### src/rtl/sun_sprite_motion_ctrl_if.sv
// rtl/sun_sprite_motion_ctrl_if.sv - video-slot write bus between motion controller and sprite core
interface sun_sprite_motion_ctrl_if;
  logic        cs;
  logic        write;
  logic [13:0] addr;
  logic [31:0] wr_data;

  modport master (output cs, write, addr, wr_data);
  modport slave  (input  cs, write, addr, wr_data);
endinterface

### src/rtl/sun_sprite_motion_ctrl.sv
// rtl/sun_sprite_motion_ctrl.sv - bouncing sprite position update, written to the sprite core once per frame
// Bus outputs are registered from the next-cycle decode so every write is glitch-free and cleared by reset at once.
module sun_sprite_motion_ctrl #(
  parameter int H_MAX = 640,
  parameter int V_MAX = 480,
  parameter int SPR_W = 64,
  parameter int SPR_H = 64
) (
  input  logic                            clk,
  input  logic                            reset,
  input  logic                            frame_start,
  input  logic                            enable,
  input  logic [3:0]                      dx_step,
  input  logic [3:0]                      dy_step,
  sun_sprite_motion_ctrl_if.master        bus,
  output logic [10:0]                     x_pos,
  output logic [10:0]                     y_pos,
  output logic                            busy
);

  localparam logic [11:0] X_LIM = 12'(H_MAX - SPR_W);
  localparam logic [11:0] Y_LIM = 12'(V_MAX - SPR_H);

  typedef enum logic [2:0] {INIT, IDLE, CALC, WR_X, WR_Y, WR_C} state_t;

  state_t      state, state_nxt;
  logic [11:0] x_r, y_r, x_nxt, y_nxt;
  logic        left_r, up_r, left_nxt, up_nxt;
  logic        bx, by, bounce;
  logic [1:0]  colour;
  logic        cs_r, cs_nxt;
  logic [13:0] addr_r, addr_nxt;
  logic [31:0] data_r, data_nxt;
  logic [11:0] dx, dy;

  assign dx = {8'd0, dx_step};
  assign dy = {8'd0, dy_step};

  // A zero step never touches its axis, so a sprite parked on an edge does not bounce.
  always_comb begin
    x_nxt    = x_r;
    left_nxt = left_r;
    bx       = 1'b0;
    if (dx_step != 4'd0) begin
      if (!left_r) begin
        if (x_r + dx >= X_LIM) begin
          x_nxt = X_LIM; left_nxt = 1'b1; bx = 1'b1;
        end else begin
          x_nxt = x_r + dx;
        end
      end else if (x_r <= dx) begin
        x_nxt = 12'd0; left_nxt = 1'b0; bx = 1'b1;
      end else begin
        x_nxt = x_r - dx;
      end
    end
  end

  always_comb begin
    y_nxt  = y_r;
    up_nxt = up_r;
    by     = 1'b0;
    if (dy_step != 4'd0) begin
      if (!up_r) begin
        if (y_r + dy >= Y_LIM) begin
          y_nxt = Y_LIM; up_nxt = 1'b1; by = 1'b1;
        end else begin
          y_nxt = y_r + dy;
        end
      end else if (y_r <= dy) begin
        y_nxt = 12'd0; up_nxt = 1'b0; by = 1'b1;
      end else begin
        y_nxt = y_r - dy;
      end
    end
  end

  always_comb begin
    state_nxt = state;
    cs_nxt    = 1'b0;
    addr_nxt  = 14'd0;
    data_nxt  = 32'd0;
    case (state)
      INIT: begin
        cs_nxt    = 1'b1;
        addr_nxt  = 14'h2000;
        state_nxt = IDLE;
      end
      IDLE: if (frame_start && enable) state_nxt = CALC;
      CALC: begin
        cs_nxt    = 1'b1;
        addr_nxt  = 14'h2001;
        data_nxt  = {21'd0, x_nxt[10:0]};
        state_nxt = WR_X;
      end
      WR_X: begin
        cs_nxt    = 1'b1;
        addr_nxt  = 14'h2002;
        data_nxt  = {21'd0, y_r[10:0]};
        state_nxt = WR_Y;
      end
      WR_Y: begin
        if (bounce) begin
          cs_nxt    = 1'b1;
          addr_nxt  = 14'h2003;
          data_nxt  = {30'd0, colour};
          state_nxt = WR_C;
        end else begin
          state_nxt = IDLE;
        end
      end
      WR_C:    state_nxt = IDLE;
      default: state_nxt = INIT;
    endcase
  end

  always_ff @(posedge clk or posedge reset) begin
    if (reset) begin
      state  <= INIT;
      x_r    <= 12'd0;
      y_r    <= 12'd0;
      left_r <= 1'b0;
      up_r   <= 1'b0;
      colour <= 2'd0;
      bounce <= 1'b0;
      cs_r   <= 1'b0;
      addr_r <= 14'd0;
      data_r <= 32'd0;
    end else begin
      state  <= state_nxt;
      cs_r   <= cs_nxt;
      addr_r <= addr_nxt;
      data_r <= data_nxt;
      if (state == CALC) begin
        x_r    <= x_nxt;
        y_r    <= y_nxt;
        left_r <= left_nxt;
        up_r   <= up_nxt;
        bounce <= bx | by;
        if (bx | by) colour <= colour + 2'd1;
      end
    end
  end

  assign bus.cs      = cs_r;
  assign bus.write   = cs_r;
  assign bus.addr    = addr_r;
  assign bus.wr_data = data_r;
  assign x_pos       = x_r[10:0];
  assign y_pos       = y_r[10:0];
  assign busy        = (state != IDLE);

endmodule

### src/flat_wrapper.sv
// flat-port wrapper written by rule: the top's interface ports become plain ports
module sun_sprite_motion_ctrl_flat 
#(
  parameter int H_MAX = 640,
  parameter int V_MAX = 480,
  parameter int SPR_W = 64,
  parameter int SPR_H = 64
)
  (clk, reset, frame_start, enable, dx_step, dy_step, x_pos, y_pos, busy, bus_cs, bus_write, bus_addr, bus_wr_data);
  sun_sprite_motion_ctrl_if bus_i ();
  input  logic clk;
  input  logic reset;
  input  logic frame_start;
  input  logic enable;
  input  logic [3:0] dx_step;
  input  logic [3:0] dy_step;
  output logic [10:0] x_pos;
  output logic [10:0] y_pos;
  output logic busy;
  output wire logic [$bits(bus_i.cs)-1:0] bus_cs;
  output wire logic [$bits(bus_i.write)-1:0] bus_write;
  output wire logic [$bits(bus_i.addr)-1:0] bus_addr;
  output wire logic [$bits(bus_i.wr_data)-1:0] bus_wr_data;
  assign bus_cs = bus_i.cs;
  assign bus_write = bus_i.write;
  assign bus_addr = bus_i.addr;
  assign bus_wr_data = bus_i.wr_data;
  sun_sprite_motion_ctrl #(.H_MAX(H_MAX), .V_MAX(V_MAX), .SPR_W(SPR_W), .SPR_H(SPR_H)) u_core (.clk(clk), .reset(reset), .frame_start(frame_start), .enable(enable), .dx_step(dx_step), .dy_step(dy_step), .bus(bus_i), .x_pos(x_pos), .y_pos(y_pos), .busy(busy));
endmodule
### config.mk
export PLATFORM = sky130hd
export DESIGN_NAME = sun_sprite_motion_ctrl_flat
export DESIGN_NICKNAME = d
export VERILOG_FILES = /design/src/rtl/sun_sprite_motion_ctrl_if.sv /design/src/rtl/sun_sprite_motion_ctrl.sv /design/src/flat_wrapper.sv
export SDC_FILE = /design/constraint.sdc
export NUM_CORES = 1
export LEC_CHECK = 0
export ABC_AREA = 1
export CAP_MARGIN = 15
export CELL_PAD_IN_SITES_DETAIL_PLACEMENT = 1
export CELL_PAD_IN_SITES_GLOBAL_PLACEMENT = 2
export CORE_MARGIN = 2
export CORE_UTILIZATION = 36
export DETAILED_ROUTE_END_ITERATION = 7
export DONT_BUFFER_PORTS = 1
export HOLD_SLACK_MARGIN = 0.15
export PLACE_DENSITY = 0.87
export SLEW_MARGIN = 20
export SYNTH_ARGS = -nofsm -noshare
export SYNTH_HDL_FRONTEND = slang
export SYNTH_SLANG_ARGS = --single-unit
### constraint.sdc
create_clock -name clk -period 2.45 [get_ports clk]
set_input_delay 0.3675 -clock clk [delete_from_list [all_inputs] [get_ports clk]]
set_output_delay 0.3675 -clock clk [all_outputs]
set_load 0.02 [all_outputs]
==> impl_results.md, run 1 <==
* Most instantiated library cell after synthesis: nand2_1
* Post-synthesis average cell area at 7.17 µm²
* Synth cell count leaders: nand2_1, inv_1, buf_4
* Bufs on Longest Clock Path at 2
* Ys Warns at 0
* Worst r2r dst: u_core.bus.wr_data[7]
* Synth area leaders: dfrtp_1, nand2_1, buf_4
* Final Wtd Congestion at 0.901
* Hold crit path type: in -> reg
* Worst-path clk slew at 90 ps
* Most frequently used flop master after synthesis: dfrtp_1
* Arrival time at the worst endpoint at 2610 ps
* Sequential share of the synthesized area at 29.2%
* Hold_sp: enable
* I/O pins at 83
* Comb pwr share at 65.2%
* DR WL/cell at 16.5 µm
* Die Y-Extent at 110 µm
* Worst Clk Skew at 9.95 ps
* Largest net degree at the start of global routing at 31
* Area occupied by multi-input gates at 0.00235 mm²
* Fin nets at 602
* Endpoints failing setup at 0
* Finished Core Util at 40.3%
* Clk_lat worst skew at 300 ps
* Global route total overflow at 0
* Fmax at 0.418 GHz
* Clock power share at 9.2%
* DRC errors left at 0
* CTS H-Tree Depth at 2
* Register area at 0.00118 mm²
* Via count at 3557
* Core Area at 0.0109 mm²
* Gr busiest metal: met2
* Total wire length at 11.7 mm
* Vias in the first global route at 3696
* Minimum clock period at 2390 ps
* Port Buffers at 0
* Drt pass-1 iters at 4
* Synth unique cells at 42
* Relative slew slack at 47.8%
* Share of layout cells above drive strength 1 at 21.9%
* Site row count at 38
* Vias per inst at 5.00
* Power Density at 1440 mW/mm²
* Post-synth top area share at 29.2%
* R2R setup slack at 60 ps
* GR Util met3 at 2.13%
* Startpoint types: flop
* Antenna violations before repair at 0
* Worst Path Required at 2670 ps
* Total die area at 0.0120 mm²
* Num CTS Buffers at 5
* Switching pwr at 3.47 mW
* Chip width at 110 µm
* RSZ-0062 raised after global routing: yes
* Placed Area at 0.00405 mm²
* Post-synth EDFFs at 0
* FF-to-FF path depth at 14
* Hold slack at 275 ps
* Reg power frac at 25.6%
* Post-Syn Area at 0.00403 mm²
* Hold endpoint: u_core.state[0]
* Flops & latches, synth at 47
* CP endpoint kind: flop
* Clock sink total at 47
* Number of DRC markers in iteration 0 at 148
* Slew of the pin with the lowest slew margin at 776 ps
* Initial Utilization at 37.0%
* FF-to-FF Start: u_core.x_r[0]
* Setup CP Type: reg -> reg
* Final Cell Area at 0.00439 mm²
* Global Route met2 Usage at 36.8%
* Worst Path Max Fanout at 7
* Antenna-violating nets left at 0
* GR Util met1 at 24.7%
* Max Transition Viols Final at 0
* Clk root buf: clkbuf_8
* Gr usage total at 19.8%
* Sw Share at 54.9%
* Ant. Diodes at 0
* Period Utilization, post-route at 97.7%
* Cell count after synthesis at 562
* Leakage at 2.21 nW
* Status: finished, final reports clean
* TritonCTS clock tree: done
* First-pass GRT wire length at 18.8 mm
* Cell taking the most area after synthesis: dfrtp_1
* Hpwl dp at 9.42 mm
* Fillers at 1399
* Hold depth at 3
* VDD IR-drop max at 491 µV
* Max_cap viols at 0
* Fin. Hold Viols at 0
* Layout area overhead at 8.95%
* Asr flop ratio synth at 100%
* P_int at 2.85 mW
[worst max-delay path by stage]
stage                       start                endpoint  slack, ps  cells after the start
floorplan           u_core.x_r[0]  u_core.bus.wr_data[10]        330                     14
global placement    u_core.x_r[0]  u_core.bus.wr_data[10]         50                     14
detailed placement  u_core.x_r[0]   u_core.bus.wr_data[8]        -30                     13
CTS                 u_core.y_r[0]        u_core.colour[0]         10                     17
global route        u_core.x_r[0]   u_core.bus.wr_data[4]       -100                     14
finish              u_core.x_r[0]   u_core.bus.wr_data[7]         60                     14
[registers in the layout, indices dropped and copies added, names as in the netlist]
signal              cells
u_core.left_r           1
u_core.state            3
u_core.colour           2
u_core.y_r             12
u_core.up_r             1
u_core.bus.addr         3
u_core.bus.cs           1
u_core.x_r             12
u_core.bounce           1
u_core.bus.wr_data     11
[power by group through the flow]
stage               Sequential (mW)  Combinational (mW)  Clock, mW
detailed placement             1.62                3.73          0
finish                         1.62                4.11      0.581
global route                   1.67                4.58      0.625
CTS                            1.61                3.76      0.601
floorplan                      1.46                3.05          0
global placement               1.61                3.62          0
[kinds of logic after synthesis]
logic type,after synthesis,synth area share [%]
AO/OA/AOI/OAI,89,12.4
XOR/XNOR,15,3.63
adder cells (fa/ha/maj),20,6.96
buffers and inverters,140,19.0
flip-flops,47,29.2
other,1,0.0931
AND/OR/NAND/NOR,250,28.8
[layout by cell type, fill, tap and decap left out, drive strengths merged, types with 3 or more instances in the layout]
cell	netlist	final
conb	1	32
a21oi	30	30
clkinv	3	5
dfrtp	47	47
fa	4	4
nor4	3	3
a31oi	7	7
nand3	40	40
a22oi	3	3
o21ai	40	40
xor2	14	14
nand2	132	132
nand4	10	10
or2	3	3
clkbuf	6	5
buf	63	38
ha	16	16
nor3	9	9
inv	68	68
nor2	53	53
[final cells by class]
class | instances | area share, %
tap | 140 | 3.99
inverter | 71 | 6.30
multi-input combinational | 406 | 53.5
timing repair buffer | 39 | 6.81
clock inverter | 3 | 0.998
sequential | 47 | 26.8
clock buffer | 5 | 1.57
[per-layer routing]
layer  share of wire, %  up-vias
met5                  0        -
met4               0.86        0
met3                2.4        8
met2                 52       50
met1                 44     1770
li1                   -     1729
[timing repair]
| action | in CTS | in global routing |
|---|---|---|
| gates resized for setup | 1 | 48 |
| setup endpoints to repair | 12 | 35 |
| pin swaps | 0 | 13 |
| hold endpoints to repair | 28 | 0 |
| hold buffers | 1 | 0 |
| buffers inserted | 1 | 7 |
[metrics by stage]
step	total power [mW]	TNS, ps	cells	setup slack [ps]
finish	6.31	0	711	56.2
CTS	5.97	0	704	11.9
floorplan	4.51	0	593	328
detailed placement	5.35	-75.9	694	-26.8
global route	6.87	-1290	711	-95.6
global placement	5.23	0	694	50.4
[worst max-delay path: stages, from the launching register on]
cell and delay, ps:
dfrtp_1 420, ha_2 220, inv_2 40, fa_2 340
inv_2 80, nand3_2 100, nand2_1 120, nand2_2 70
xor2_2 170, nand3_1 100, nand2_2 130, nand3_4 140
o21ai_2 190, nand2_1 90, o21ai_1 90
(Power assumes the default switching activity.)
==> run 2, diff against run 1 <==
--- a/config.mk
+++ b/config.mk
@@ -10,11 +10,11 @@
 export CELL_PAD_IN_SITES_DETAIL_PLACEMENT = 1
 export CELL_PAD_IN_SITES_GLOBAL_PLACEMENT = 2
 export CORE_MARGIN = 2
-export CORE_UTILIZATION = 36
+export CORE_UTILIZATION = 39
 export DETAILED_ROUTE_END_ITERATION = 7
 export DONT_BUFFER_PORTS = 1
 export HOLD_SLACK_MARGIN = 0.15
-export PLACE_DENSITY = 0.87
+export PLACE_DENSITY = 0.93
 export SLEW_MARGIN = 20
 export SYNTH_ARGS = -nofsm -noshare
 export SYNTH_HDL_FRONTEND = slang
==> constraint.sdc (replaced) <==
create_clock -name clk -period 2.89 [get_ports clk]
set_input_delay 0.4335 -clock clk [delete_from_list [all_inputs] [get_ports clk]]
set_output_delay 0.4335 -clock clk [all_outputs]
set_load 0.02 [all_outputs]
==> run 2 against run 1 <==
Against the previous run:
- utilization is 0.82 points lower
- clock power is 19% lower
- sequential share of layout area is 2.5 points higher
- global-route usage is 0.54 points higher
- setup slack better by 210 ps
- combinational power is 30% lower
- critical path depth stayed put
- routed wire length is 7.6% lower
- flip-flop and latch count stayed put
- non-clock buffer count is 27 lower
- largest power group unchanged
- highest routed layer unchanged
==> impl_results.md, run 2 (synthesis gave the netlist of run 1 again) <==
* Total wire length at 10.8 mm
* Max_cap viols at 0
* Via count at 3429
* Num CTS Buffers at 5
* Startpoint types: flop
* Max Transition Viols Final at 0
* Routed metal-1 wirelength at 4.85 mm
* Clock power share at 9.8%
* Final Wtd Congestion at 0.866
* Die Y-Extent at 106 µm
* Top routing layer used: met4
* Leakage at 2.06 nW
* Total die area at 0.0112 mm²
* Vias per inst at 5.05
* Ant. Diodes at 0
* Antenna violations before repair at 0
* DR WL/cell at 16.0 µm
* Clock sink total at 47
* Global route total overflow at 0
* RSZ-0062 raised after global routing: no
* Worst Path Required at 3110 ps
* Period Utilization, post-route at 90.7%
* Hold slack at 216 ps
* Worst r2r dst: u_core.x_r[10]
* Site row count at 37
* Reg power frac at 31.1%
* Port Buffers at 0
* Fin. Hold Viols at 0
* P_int at 2.12 mW
* FF-to-FF path depth at 14
* Number of DRC markers in iteration 0 at 114
* Fin cells at 679
* Setup TNS Final at 0 ps
* Switching pwr at 2.72 mW
* Antenna-violating nets left at 0
* FF-to-FF Start: u_core.x_r[0]
* Postcts setup bufs at 0
* Status: finished, final reports clean
* Power Density at 1200 mW/mm²
* Hold crit path type: in -> async
* Met2 wire length at 5.43 mm
* Most frequent cells in the layout: nand2_1, inv_1, nor2_1, dfrtp_1, nand3_1
* Arrival time at the worst endpoint at 2850 ps
* Clk_lat worst skew at 300 ps
* Commonest non-fill, non-tap cell in the layout: nand2_1
* Fmax at 0.381 GHz
* Gr usage total at 20.3%
* Drt pass-1 iters at 4
* Minimum clock period at 2620 ps
* Clk root buf: clkbuf_8
* DRC errors left at 0
* VDD IR-drop max at 372 µV
* Initial Utilization at 39.5%
* Met3 wire length at 422 µm
* Comb pwr share at 59.1%
* Core Area at 0.0102 mm²
* R2R setup slack at 270 ps
* CTS Hold Bufs at 0
* Chip width at 106 µm
* DP Cell Count at 672
* Largest net degree at the start of global routing at 48
* Layout area overhead at -0.155%
* Slew of the pin with the lowest slew margin at 957 ps
* Fin nets at 575
* I/O pins at 83
* Worst Clk Skew at 7.88 ps
* TritonCTS clock tree: done
* Bufs on Longest Clock Path at 2
* CTS H-Tree Depth at 2
* Setup CP Type: reg -> reg
* Worst-path clk slew at 90 ps
* Post-CTS Resized at 0
* Share of layout cells above drive strength 1 at 12.2%
* Relative slew slack at 36.1%
* Hpwl dp at 8.90 mm
* Endpoints failing setup at 0
* CP endpoint kind: flop
* Vias in the first global route at 3569
* Worst Path Max Fanout at 4
* Sw Share at 56.2%
* First-pass GRT wire length at 18.3 mm
run 2: changes by cell type in the layout (fill, tap and decap cells not counted), sizes merged:
cell / delta
clkinvlp: +1
clkinv: -2
buf: -26
dlygate4sd3: -1
run 2: layer usage:
| layer | vias to the layer above | global-route usage (%) |
|---|---|---|
| li1 | 1677 | - |
| met1 | 1670 | 26.4 |
| met2 | 70 | 35.7 |
| met3 | 12 | 2.72 |
| met4 | 0 | 5.17 |
| met5 | - | 0 |
run 2: area by class of cell:
cell class | instances | area, µm²
fill | 1335 | 6160
multi-input combinational | 406 | 2210
sequential | 47 | 1180
inverter | 71 | 272
tap | 136 | 170
timing repair buffer | 12 | 90.1
clock buffer | 5 | 68.8
clock inverter | 2 | 37.5
run 2: power by group through the flow:
stage                     Clock, mW  Sequential, mW  Combinational, mW
after floorplan                   0            1.23               2.59
after global placement            0            1.52               2.76
after detailed placement          0            1.52               2.86
after CTS                     0.485            1.51               2.87
after global routing          0.514            1.55               3.25
final                         0.472            1.51               2.86
run 2: stage by stage:
stage / worst slack, ps / area [µm²] / util (%) / total power [mW]
after floorplan: 704 / 4140 / - / 3.82
after CTS: 191 / 4020 / 39.4 / 4.87
after global routing: 17.1 / 4020 / 39.5 / 5.31
after global placement: 224 / 3910 / 38.4 / 4.27
after detailed placement: 212 / 3910 / 38.4 / 4.38
final: 268 / 4020 / 39.5 / 4.84
run 2: critical path: stages (launching register included):
cell and delay [ps]:
dfrtp_1 500, inv_1 130, ha_1 160, inv_1 50, fa_1 400, nand2_1 100, nor2_1 50, nor2_2 200
inv_1 120, nor3_2 210, nand3_1 120, xor2_1 160, o21ai_0 160, nand2_1 90, o21ai_0 90
run 2: worst max path at each step:
stage,startpoint,endpoint,depth (start not counted)
after detailed placement,u_core.x_r[0],u_core.bus.wr_data[10],14
after CTS,u_core.x_r[0],u_core.bus.wr_data[10],14
after floorplan,dy_step[0],u_core.colour[0],17
final,u_core.x_r[0],u_core.x_r[10],14
after global placement,u_core.x_r[0],u_core.bus.wr_data[10],14
after global routing,u_core.x_r[0],u_core.x_r[10],14
